[src/rtl/sd_readout_ctrl_if.sv]
// Handshake bundle between the readout sequencer and the SD command/data engines.
// The sequencer is the master: it requests commands and gates block reception.
interface sd_readout_ctrl_if;
   logic        sdcmd_trigger;
   logic [5:0]  sdcmd_idx;
   logic [31:0] sdcmd_arg;
   logic        sdcmd_done;
   logic        sdcmd_err;
   logic        sddat_en;
   logic        sddat_block_done;
   logic        sddat_crc_err;

   modport master (
      output sdcmd_trigger, sdcmd_idx, sdcmd_arg, sddat_en,
      input  sdcmd_done, sdcmd_err, sddat_block_done, sddat_crc_err
   );

   modport slave (
      input  sdcmd_trigger, sdcmd_idx, sdcmd_arg, sddat_en,
      output sdcmd_done, sdcmd_err, sddat_block_done, sddat_crc_err
   );
endinterface

[src/rtl/sd_readout_ctrl.sv]
// Multi-block SD readout sequencer: CMD18, per-block data gating against FIFO space,
// CMD12 on completion/abort/CRC error, and a chunk-level SPI data-ready flag.
module sd_readout_ctrl #(
   parameter int FifoBytes  = 4096,
   parameter int BlockBytes = 512,
   parameter int ChunkBytes = 512
) (
   input  logic                         clk,
   input  logic                         rst,
   input  logic                         i_start,
   input  logic [31:0]                  i_block_addr,
   input  logic [15:0]                  i_block_count,
   input  logic                         i_abort,
   sd_readout_ctrl_if.master            sd,
   input  logic [$clog2(FifoBytes):0]   i_fifo_count,
   output logic                         o_spi_ready,
   output logic                         o_busy,
   output logic                         o_done,
   output logic                         o_err
);

   localparam int              CW          = $clog2(FifoBytes) + 1;
   localparam logic [CW-1:0]   SPACE_LIMIT = CW'(FifoBytes - BlockBytes);
   localparam logic [CW-1:0]   CHUNK_LEVEL = CW'(ChunkBytes);
   localparam logic [5:0]      CMD_RD_MULT = 6'd18;
   localparam logic [5:0]      CMD_STOP    = 6'd12;

   typedef enum logic [2:0] {
      S_IDLE          = 3'd0,
      S_CMD_READ      = 3'd1,
      S_CMD_READ_WAIT = 3'd2,
      S_WAIT_SPACE    = 3'd3,
      S_BLOCK         = 3'd4,
      S_CMD_STOP      = 3'd5,
      S_CMD_STOP_WAIT = 3'd6,
      S_FINISH        = 3'd7
   } state_t;

   state_t        r_state;
   state_t        w_state_nxt;

   logic          w_start_acc;
   logic          w_space_ok;
   logic          w_count_hit;
   logic          w_blk_end;
   logic          w_cmd_end;
   logic          w_err_set;
   logic          w_abort_take;

   logic [15:0]   r_block_count;
   logic [15:0]   r_blocks_done;
   logic          r_abort_pend;
   logic          r_tail_pend;
   logic          r_err;
   logic          r_trigger;
   logic [5:0]    r_idx;
   logic [31:0]   r_arg;
   logic          r_dat_en;
   logic          r_busy;
   logic          r_done;
   logic          r_spi_ready;

   assign w_start_acc  = (r_state == S_IDLE) && i_start;
   // Free space = FifoBytes - fifo_count >= BlockBytes, rearranged to avoid underflow.
   assign w_space_ok   = (i_fifo_count <= SPACE_LIMIT);
   assign w_count_hit  = (r_block_count != 16'd0) && (r_blocks_done == r_block_count);
   assign w_blk_end    = (r_state == S_BLOCK) && sd.sddat_block_done;
   assign w_cmd_end    = ((r_state == S_CMD_READ_WAIT) || (r_state == S_CMD_STOP_WAIT))
                         && sd.sdcmd_done;
   assign w_err_set    = (w_cmd_end && sd.sdcmd_err) || (w_blk_end && sd.sddat_crc_err);
   assign w_abort_take = i_abort && (r_state != S_IDLE) && (r_state != S_FINISH);

   // State register
   always_ff @(posedge clk) begin
      if (rst) begin
         r_state <= S_IDLE;
      end else begin
         r_state <= w_state_nxt;
      end
   end

   // Next-state decode
   always_comb begin
      w_state_nxt = r_state;
      case (r_state)
         S_IDLE: begin
            if (i_start) w_state_nxt = S_CMD_READ;
            else         w_state_nxt = S_IDLE;
         end
         S_CMD_READ:      w_state_nxt = S_CMD_READ_WAIT;
         S_CMD_READ_WAIT: begin
            if (sd.sdcmd_done) begin
               if (sd.sdcmd_err) w_state_nxt = S_FINISH;
               else              w_state_nxt = S_WAIT_SPACE;
            end else begin
               w_state_nxt = S_CMD_READ_WAIT;
            end
         end
         S_WAIT_SPACE: begin
            if (r_abort_pend)     w_state_nxt = S_CMD_STOP;
            else if (w_count_hit) w_state_nxt = S_CMD_STOP;
            else if (w_space_ok)  w_state_nxt = S_BLOCK;
            else                  w_state_nxt = S_WAIT_SPACE;
         end
         S_BLOCK: begin
            if (sd.sddat_block_done) begin
               if (sd.sddat_crc_err) w_state_nxt = S_CMD_STOP;
               else                  w_state_nxt = S_WAIT_SPACE;
            end else begin
               w_state_nxt = S_BLOCK;
            end
         end
         S_CMD_STOP:      w_state_nxt = S_CMD_STOP_WAIT;
         S_CMD_STOP_WAIT: begin
            if (sd.sdcmd_done) w_state_nxt = S_FINISH;
            else               w_state_nxt = S_CMD_STOP_WAIT;
         end
         S_FINISH:        w_state_nxt = S_IDLE;
         default:         w_state_nxt = S_IDLE;
      endcase
   end

   // Sequence bookkeeping and registered outputs, all decoded from the next state
   always_ff @(posedge clk) begin
      if (rst) begin
         r_block_count <= 16'd0;
         r_blocks_done <= 16'd0;
         r_abort_pend  <= 1'b0;
         r_tail_pend   <= 1'b0;
         r_err         <= 1'b0;
         r_trigger     <= 1'b0;
         r_idx         <= 6'd0;
         r_arg         <= 32'd0;
         r_dat_en      <= 1'b0;
         r_busy        <= 1'b0;
         r_done        <= 1'b0;
         r_spi_ready   <= 1'b0;
      end else begin
         if (w_start_acc) begin
            r_block_count <= i_block_count;
            r_blocks_done <= 16'd0;
            r_abort_pend  <= 1'b0;
            r_tail_pend   <= 1'b0;
            r_err         <= 1'b0;
         end else begin
            r_block_count <= r_block_count;
            r_blocks_done <= w_blk_end ? (r_blocks_done + 16'd1) : r_blocks_done;
            r_abort_pend  <= r_abort_pend | w_abort_take;
            r_tail_pend   <= r_tail_pend | (r_state == S_FINISH);
            r_err         <= r_err | w_err_set;
         end

         // idx/arg hold their value until the next command request
         r_trigger <= (w_state_nxt == S_CMD_READ) || (w_state_nxt == S_CMD_STOP);
         if (w_state_nxt == S_CMD_READ) begin
            r_idx <= CMD_RD_MULT;
            r_arg <= i_block_addr;
         end else if (w_state_nxt == S_CMD_STOP) begin
            r_idx <= CMD_STOP;
            r_arg <= 32'd0;
         end else begin
            r_idx <= r_idx;
            r_arg <= r_arg;
         end

         r_dat_en    <= (w_state_nxt == S_BLOCK);
         r_busy      <= (w_state_nxt != S_IDLE);
         r_done      <= (w_state_nxt == S_FINISH);
         r_spi_ready <= (i_fifo_count >= CHUNK_LEVEL)
                        || (r_tail_pend && (i_fifo_count != {CW{1'b0}}));
      end
   end

   assign sd.sdcmd_trigger = r_trigger;
   assign sd.sdcmd_idx     = r_idx;
   assign sd.sdcmd_arg     = r_arg;
   assign sd.sddat_en      = r_dat_en;
   assign o_spi_ready      = r_spi_ready;
   assign o_busy           = r_busy;
   assign o_done           = r_done;
   assign o_err            = r_err;

endmodule
[src/flat_wrapper.sv]
// flat-port wrapper written by rule: the top's interface ports become plain ports
module sd_readout_ctrl_flat 
#(
   parameter int FifoBytes  = 4096,
   parameter int BlockBytes = 512,
   parameter int ChunkBytes = 512
)
  (clk, rst, i_start, i_block_addr, i_block_count, i_abort, i_fifo_count, o_spi_ready, o_busy, o_done, o_err, sd_sdcmd_trigger, sd_sdcmd_idx, sd_sdcmd_arg, sd_sddat_en, sd_sdcmd_done, sd_sdcmd_err, sd_sddat_block_done, sd_sddat_crc_err);
  sd_readout_ctrl_if sd_i ();
  input  logic clk;
  input  logic rst;
  input  logic i_start;
  input  logic [31:0] i_block_addr;
  input  logic [15:0] i_block_count;
  input  logic i_abort;
  input  logic [$clog2(FifoBytes):0] i_fifo_count;
  output logic o_spi_ready;
  output logic o_busy;
  output logic o_done;
  output logic o_err;
  output wire logic [$bits(sd_i.sdcmd_trigger)-1:0] sd_sdcmd_trigger;
  output wire logic [$bits(sd_i.sdcmd_idx)-1:0] sd_sdcmd_idx;
  output wire logic [$bits(sd_i.sdcmd_arg)-1:0] sd_sdcmd_arg;
  output wire logic [$bits(sd_i.sddat_en)-1:0] sd_sddat_en;
  input wire logic [$bits(sd_i.sdcmd_done)-1:0] sd_sdcmd_done;
  input wire logic [$bits(sd_i.sdcmd_err)-1:0] sd_sdcmd_err;
  input wire logic [$bits(sd_i.sddat_block_done)-1:0] sd_sddat_block_done;
  input wire logic [$bits(sd_i.sddat_crc_err)-1:0] sd_sddat_crc_err;
  assign sd_sdcmd_trigger = sd_i.sdcmd_trigger;
  assign sd_sdcmd_idx = sd_i.sdcmd_idx;
  assign sd_sdcmd_arg = sd_i.sdcmd_arg;
  assign sd_sddat_en = sd_i.sddat_en;
  assign sd_i.sdcmd_done = sd_sdcmd_done;
  assign sd_i.sdcmd_err = sd_sdcmd_err;
  assign sd_i.sddat_block_done = sd_sddat_block_done;
  assign sd_i.sddat_crc_err = sd_sddat_crc_err;
  sd_readout_ctrl #(.FifoBytes(FifoBytes), .BlockBytes(BlockBytes), .ChunkBytes(ChunkBytes)) u_core (.clk(clk), .rst(rst), .i_start(i_start), .i_block_addr(i_block_addr), .i_block_count(i_block_count), .i_abort(i_abort), .sd(sd_i), .i_fifo_count(i_fifo_count), .o_spi_ready(o_spi_ready), .o_busy(o_busy), .o_done(o_done), .o_err(o_err));
endmodule
[config.mk]
export PLATFORM = sky130hd
export DESIGN_NAME = sd_readout_ctrl_flat
export DESIGN_NICKNAME = d
export VERILOG_FILES = /design/src/rtl/sd_readout_ctrl_if.sv /design/src/rtl/sd_readout_ctrl.sv /design/src/flat_wrapper.sv
export SDC_FILE = /design/constraint.sdc
export NUM_CORES = 1
export LEC_CHECK = 0
export BUFFER_PORTS_ARGS = -buffer_cell sky130_fd_sc_hd__buf_2
export CORE_UTILIZATION = 46
export CTS_BUF_LIST = sky130_fd_sc_hd__clkbuf_16
export CTS_CLUSTER_SIZE = 30
export DETAILED_ROUTE_END_ITERATION = 10
export PLACE_DENSITY = 0.76
export REMOVE_ABC_BUFFERS = 1
export SLEW_MARGIN = 5
export SYNTH_ARGS = -nofsm -noshare
export SYNTH_HDL_FRONTEND = slang
export SYNTH_SLANG_ARGS = --single-unit
[constraint.sdc]
create_clock -name clk -period 1.8 [get_ports clk]
set_input_delay 0 -clock clk [delete_from_list [all_inputs] [get_ports clk]]
set_output_delay 0 -clock clk [all_outputs]
set_load 0.005 [all_outputs]
==> results.ini, run 1 <==
[power_and_ir_drop]
cellPowerDensity_mw_per_mm2=1180
peakVddDrop_mv=0.858
leakagePower_nw=2.17

[yosys]
netlist_instances=396
ys.flop_type=dfxtp_1
synthArstFlopShare_pct=0
syn-mean-instance-area_um2=8.88
syn_area_mm2=0.00352
yosysWarnings=0
synth_seq_cells=77
synth_edf_count=0
ys_seq_area_share_pct=43.8
synth_cell_types=47

[layout]
final_cell_count_no_fill=666
antennaDiodeCount=0
final_area_mm2=0.00526
area_delta_synth_final_pct=49.4
fin_nets=632
drive_gt1_share_pct=38.8

[die]
core_area_mm2=0.00733
row_count=31
die_h_um=89.4
initial_core_util_pct=48.0
die_area_mm2=0.00800
die_w_um=89.4
pin_count=113

[timing]
fin_tns_setup_ns=-3.35
finalSetupViolations=39
period_needed_ns=1.96
tightest_slew_ns=0.560
hold_viol_final=0
drv_slew=0
maxSlewHeadroom_pct=62.6
max_freq_mhz=511
setup_ws_ns=-0.156
finalClockSkew_ns=0.00885
rsz0062_at_grt=yes
finalCritPeriodShare_pct=109

[clock_tree]
cts_root_buffer=clkbuf_16
cts_tree=yes
clock_sinks=77
cts_buffers=9
cts.path.max_buffers=2
clk_latency_ns=0.34
path_clk_slew_ns=0.06
htreeDepth=3

[routing]
vias_per_cell=5.55
dr.first_iter.drc_count=146
wl_um=11000
remaining_drc_errors=0
ant_nets=0
dr.pass1.iters=4
vias=3699
wire_per_inst_um=16.6

[placement]
pre_cts_ws_ns=-0.128
gp_congestion=0.892
placed_cell_area_mm2=0.00434
hpwl_um=6490
placed_cells=608
portBuffers=110

[global_routing]
grt_start_max_net_pins=45
antenna_found_initial=0
grt_usage_pct=26.1
grt_overflow=0
grt_pass1_wl_um=15900
grt_pass1_vias=3328

[status]
violations=setup timing
run_status=finished with violations

[setup_path]
worst_setup_path_end_kind=flip-flop
path_class=reg -> reg
arrival_ns=2.18
path_max_fanout=15
crit_start=u_core.r_block_count[5]$_SDFFE_PP0P_
r2r-start=u_core.r_block_count[5]$_SDFFE_PP0P_
required_ns=2.02
setup.worst_path.start_class=flip-flop

[min_path]
holdCritStartpoint=i_block_addr[15]
hold_path.class=in -> reg

[run]
cap_violations=0

==> flip-flops by register name (all words and copies together) (netlist names) <==
register and cells:
u_core.sd.sdcmd_arg 32, u_core.r_block_count 16, u_core.r_blocks_done 16, u_core.r_state 3, u_core.sd.sdcmd_idx 2, u_core.o_busy 1
u_core.o_done 1, u_core.o_err 1, u_core.o_spi_ready 1, u_core.r_abort_pend 1, u_core.r_tail_pend 1, u_core.sd.sdcmd_trigger 1
u_core.sd.sddat_en 1
==> Yosys cell counts, drive strengths merged, types with 3 or more instances <==
master,number,area share (%)
xor2,11,2.7
and3,4,0.71
o21a,3,0.64
clkbuf,15,1.6
nand3,6,0.85
inv,3,0.32
nor3b,3,0.64
nand4,7,1.2
nor4,7,1.4
buf,22,4.0
nor2b,3,0.53
a21oi,83,12
nor3,3,0.43
and2,3,0.53
dfxtp,77,44
nand2,44,4.8
xnor2,20,5.0
a311oi,33,10
nor2,27,3.0
==> where the power goes <==
| group | total [W] | switching [W] | internal (W) |
|---|---|---|---|
| registers | 0.00211 | 0.000175 | 0.00193 |
| clock network | 0.00165 | 0.000722 | 0.000925 |
| logic | 0.00245 | 0.00129 | 0.00116 |
==> through the flow <==
step / power, W / utilization, % / hold slack, ns
CTS: 0.00592 / 69.5 / 0.00130
global placement: 0.00387 / 59.2 / 0.253
detailed placement: 0.00393 / 59.2 / 0.254
floorplan: 0.00313 / - / 0.0679
global route: 0.00647 / 71.7 / 0.0308
finish: 0.00621 / 71.7 / 0.0102
==> cell type report <==
cell class,instances,area [µm²]
fill,496,2070
multi-input combinational,280,1910
sequential,77,1560
timing repair buffer,191,1390
clock buffer,9,225
tap,99,124
clock inverter,7,42.5
inverter,3,11.3
==> worst max-delay path, cell delays in order (launching register included) <==
cell and delay, ns:
dfxtp_1 0.32, buf_4 0.14, nor4_2 0.23, nand4_1 0.19, a21oi_4 0.22, a22oi_2 0.11, buf_6 0.15, buf_12 0.15
a311oi_1 0.32
==> metal layers <==
layer / routed length (µm) / up-vias / share of wire (%) / GRT usage (%)
met4: 235 / 0 / 2.1 / 13.0
met3: 726 / 23 / 6.6 / 6.09
met5: 0 / - / 0 / 0
met2: 5620 / 151 / 51 / 44.1
met1: 4460 / 1760 / 40 / 31.2
li1: - / 1765 / - / -
==> logic make-up after synthesis <==
| group | Yosys count | share of synthesized area (%) |
|---|---|---|
| AND/OR/NAND/NOR | 114 | 16.2 |
| adder cells (fa/ha/maj) | 1 | 0.356 |
| flip-flops | 77 | 43.8 |
| other | 1 | 0.107 |
| multiplexers | 1 | 0.285 |
| XOR/XNOR | 31 | 7.72 |
| buffers and inverters | 40 | 5.98 |
| AO/OA/AOI/OAI | 131 | 25.5 |
==> path summary, 6_finish.rpt <==
| path | to | slack (ns) | cells past startpoint |
|---|---|---|---|
| max | u_core.sd.sdcmd_arg[20]$_SDFFE_PP0P_ | -0.16 | 8 |
| min | u_core.sd.sdcmd_arg[15]$_SDFFE_PP0P_ | 0.01 | 3 |
| max reg2reg | u_core.sd.sdcmd_arg[20]$_SDFFE_PP0P_ | -0.16 | 8 |
| min reg2reg | u_core.o_err$_SDFF_PP0_ | 0.47 | 2 |
==> timing repair <==
item | 4_1_cts | 5_1_grt
buffers inserted | 3 | 1
setup endpoints to repair | 39 | 47
gates cloned | 2 | 2
gates resized for setup | 22 | 19
pin swaps | 11 | 9
hold endpoints to repair | 33 | 0
hold buffers | 34 | 0
==> layout by cell type, fill, tap and decap left out, drive strengths merged, types with 4 or more instances in the layout <==
master and instances:
nor2 27, clkbuf 11, xnor2 20, a311oi 33, nand2 44, a21oi 83
nand4 7, nor4 7, xor2 11, dlygate4sd3 34, nand3 6, buf 155
dfxtp 77, inv 5, and3 4
Power figures use the tool's default switching activity.
==> run 2, diff against run 1 <==
--- a/config.mk
+++ b/config.mk
@@ -6,6 +6,7 @@
 export NUM_CORES = 1
 export LEC_CHECK = 0
 export BUFFER_PORTS_ARGS = -buffer_cell sky130_fd_sc_hd__buf_2
+export CORE_MARGIN = 4
 export CORE_UTILIZATION = 46
 export CTS_BUF_LIST = sky130_fd_sc_hd__clkbuf_16
 export CTS_CLUSTER_SIZE = 30
==> run 2 against run 1 <==
The run still ends with setup timing left. Worst setup slack better by 0.045 ns. Hold slack improved by 0.0013 ns. Final cell count shrank 0.30%. Clock skew down 0.0036 ns. Critical path depth unchanged. Routed wire length increased by 5.4%. Combinational power about the same. Non-clock buffer count shrank 2. Clock-buffer cell count stayed put. Maximum frequency is 2.4% higher.
==> results.ini, run 2 (synthesis gave the netlist of run 1 again) <==
[status]
run_status=finished with violations
violations=setup timing

[global_routing]
grt_pass1_wl_um=17700  ; +12%
grt_usage_pct=24.8  ; -1.3 points
grt_pass1_vias=3699  ; +11%
grt_start_max_net_pins=43  ; -4.4%
grt_overflow=0  ; unchanged
antenna_found_initial=0  ; unchanged

[power_and_ir_drop]
intPower_w=0.00415  ; +3.3%
switchingPower_w=0.00222  ; +1.2%
peakVddDrop_mv=0.751  ; -12%
pwr-share-seq_pct=33.4  ; -0.6 points
cellPowerDensity_mw_per_mm2=1200  ; +1.8%
leakagePower_nw=2.17  ; about the same
combPwrFrac_pct=38.0  ; -1.5 points
pwr-share-clk_pct=28.7  ; +2.2 points
swShare_pct=34.8  ; -0.48 points

[clock_tree]
clk_latency_ns=0.34  ; about the same
clock_sinks=77  ; unchanged
path_clk_slew_ns=0.06  ; about the same
cts_buffers=9  ; unchanged
cts_tree=yes
htreeDepth=3  ; unchanged
cts.path.max_buffers=2  ; unchanged
cts_root_buffer=clkbuf_16

[placement]
hpwl_um=6550  ; +0.91%
pre_cts_ws_ns=-0.0752  ; +0.0526 ns
portBuffers=110  ; unchanged
gp_congestion=0.917  ; +2.8%
placed_cells=604  ; -0.66%

[timing]
setup_ws_ns=-0.110  ; +0.0454 ns
hold_viol_final=0  ; unchanged
max_freq_mhz=524  ; +2.4%
period_needed_ns=1.91  ; -0.0454 ns
finalSetupViolations=39  ; unchanged
rsz0062_at_grt=yes
finalClockSkew_ns=0.00522  ; -0.00363 ns
finalCritPeriodShare_pct=106  ; -2.5 points
tightest_slew_ns=0.561  ; +0.000846 ns
maxSlewHeadroom_pct=62.6  ; about the same
hold_ws_ns=0.0115  ; +0.00127 ns
drv_slew=0  ; unchanged

[setup_path]
setup.worst_path.start_class=flip-flop
rrSetupSlack_ns=-0.11  ; +0.05 ns
path_max_fanout=9  ; -6
worst_setup_path_end_kind=flip-flop
required_ns=2.00  ; -0.02 ns
arrival_ns=2.11  ; -0.07 ns
path_class=reg -> reg
r2r_cells=8  ; unchanged

[min_path]
holdPathStages=3  ; unchanged
hold_path.class=in -> reg

[layout]
antennaDiodeCount=0  ; unchanged
largest_reg_flops=32  ; unchanged
fin_nets=630  ; -0.32%
drive_gt1_share_pct=41.4  ; +2.6 points
final_cell_count_no_fill=664  ; -0.30%
final_common_cell=buf_2
final_cell_mix=buf_2 (110), a21oi_1 (82), dfxtp_1 (56)
area_delta_synth_final_pct=50.6

[die]
pin_count=113  ; unchanged
die_area_mm2=0.00911  ; +14%
die_w_um=95.4  ; +6.7%
row_count=31  ; unchanged
core_area_mm2=0.00733  ; unchanged
die_h_um=95.4  ; +6.7%
initial_core_util_pct=48.0  ; unchanged

[run]
cap_violations=0  ; unchanged

[routing]
vias=3819  ; +3.2%
wire_per_inst_um=17.5  ; +5.8%
dr.pass1.iters=5  ; +1
dr.first_iter.drc_count=405  ; +180%
ant_nets=0  ; unchanged
remaining_drc_errors=0  ; unchanged
wl_um=11600  ; +5.4%
vias_per_cell=5.75  ; +3.6%

## run 2: area by class of cell
type,count,area (µm²)
clock buffers,9,225
clock inverters,7,72.6
fillers,465,2030
inverters,3,11.3
multi-input cells,280,1920
flip-flops and latches,77,1580
well taps,99,124
repair buffers,189,1370
## run 2: worst paths after layout
kind                                        startpoint                              endpoint
setup / recovery  u_core.r_blocks_done[5]$_SDFFE_PP0P_  u_core.sd.sdcmd_arg[29]$_SDFFE_PP0P_
hold / removal                        i_block_addr[21]  u_core.sd.sdcmd_arg[21]$_SDFFE_PP0P_
setup reg to reg  u_core.r_blocks_done[5]$_SDFFE_PP0P_  u_core.sd.sdcmd_arg[29]$_SDFFE_PP0P_
hold reg to reg                u_core.o_err$_SDFF_PP0_               u_core.o_err$_SDFF_PP0_
## run 2: timing repair
| action | CTS | global route |
|---|---|---|
| endpoints found under the hold margin | 34 | 0 |
| hold buffers | 35 | 0 |
| buffers inserted | 3 | 2 |
| gates cloned | 2 | 2 |
| pin swaps | 7 | 13 |
| resized for setup | 23 | 33 |
| setup endpoints to repair | 38 | 41 |
## run 2: power groups by stage
stage                     Combinational [W]  Clock, W  Sequential [W]
after floorplan                     0.00101         0         0.00211
after global placement              0.00174         0         0.00212
after detailed placement            0.00179         0         0.00212
after CTS                           0.00214   0.00183         0.00210
after global routing                0.00258   0.00192         0.00215
final                               0.00242   0.00182         0.00212
## run 2: routing by layer
| layer | GRT usage [%] | vias up | routed length [µm] |
|---|---|---|---|
| met1 | 31.1 | 1813 | 4610 |
| li1 | - | 1757 | - |
| met4 | 9.83 | 0 | 402 |
| met5 | 0 | - | 0 |
| met2 | 40.3 | 205 | 5630 |
| met3 | 6.95 | 44 | 994 |
## run 2: critical path: stages, from the launching register on
cell and delay (ns):
dfxtp_2 0.35, xnor2_2 0.17, nand4_1 0.13, nor4_2 0.34
a21oi_2 0.13, a22oi_2 0.19, buf_6 0.20, clkbuf_16 0.18
a311oi_1 0.09
## run 2: stage by stage
step	total power, W	area (µm²)	util (%)	setup TNS [ns]
after floorplan	0.00313	3320	-	-37.84
after global placement	0.00386	4310	58.8	-0.412
after detailed placement	0.00391	4310	58.8	-1.78
after CTS	0.00608	5120	69.8	-2.24
after global routing	0.00665	5300	72.2	-6.61
final	0.00637	5300	72.2	-3.36
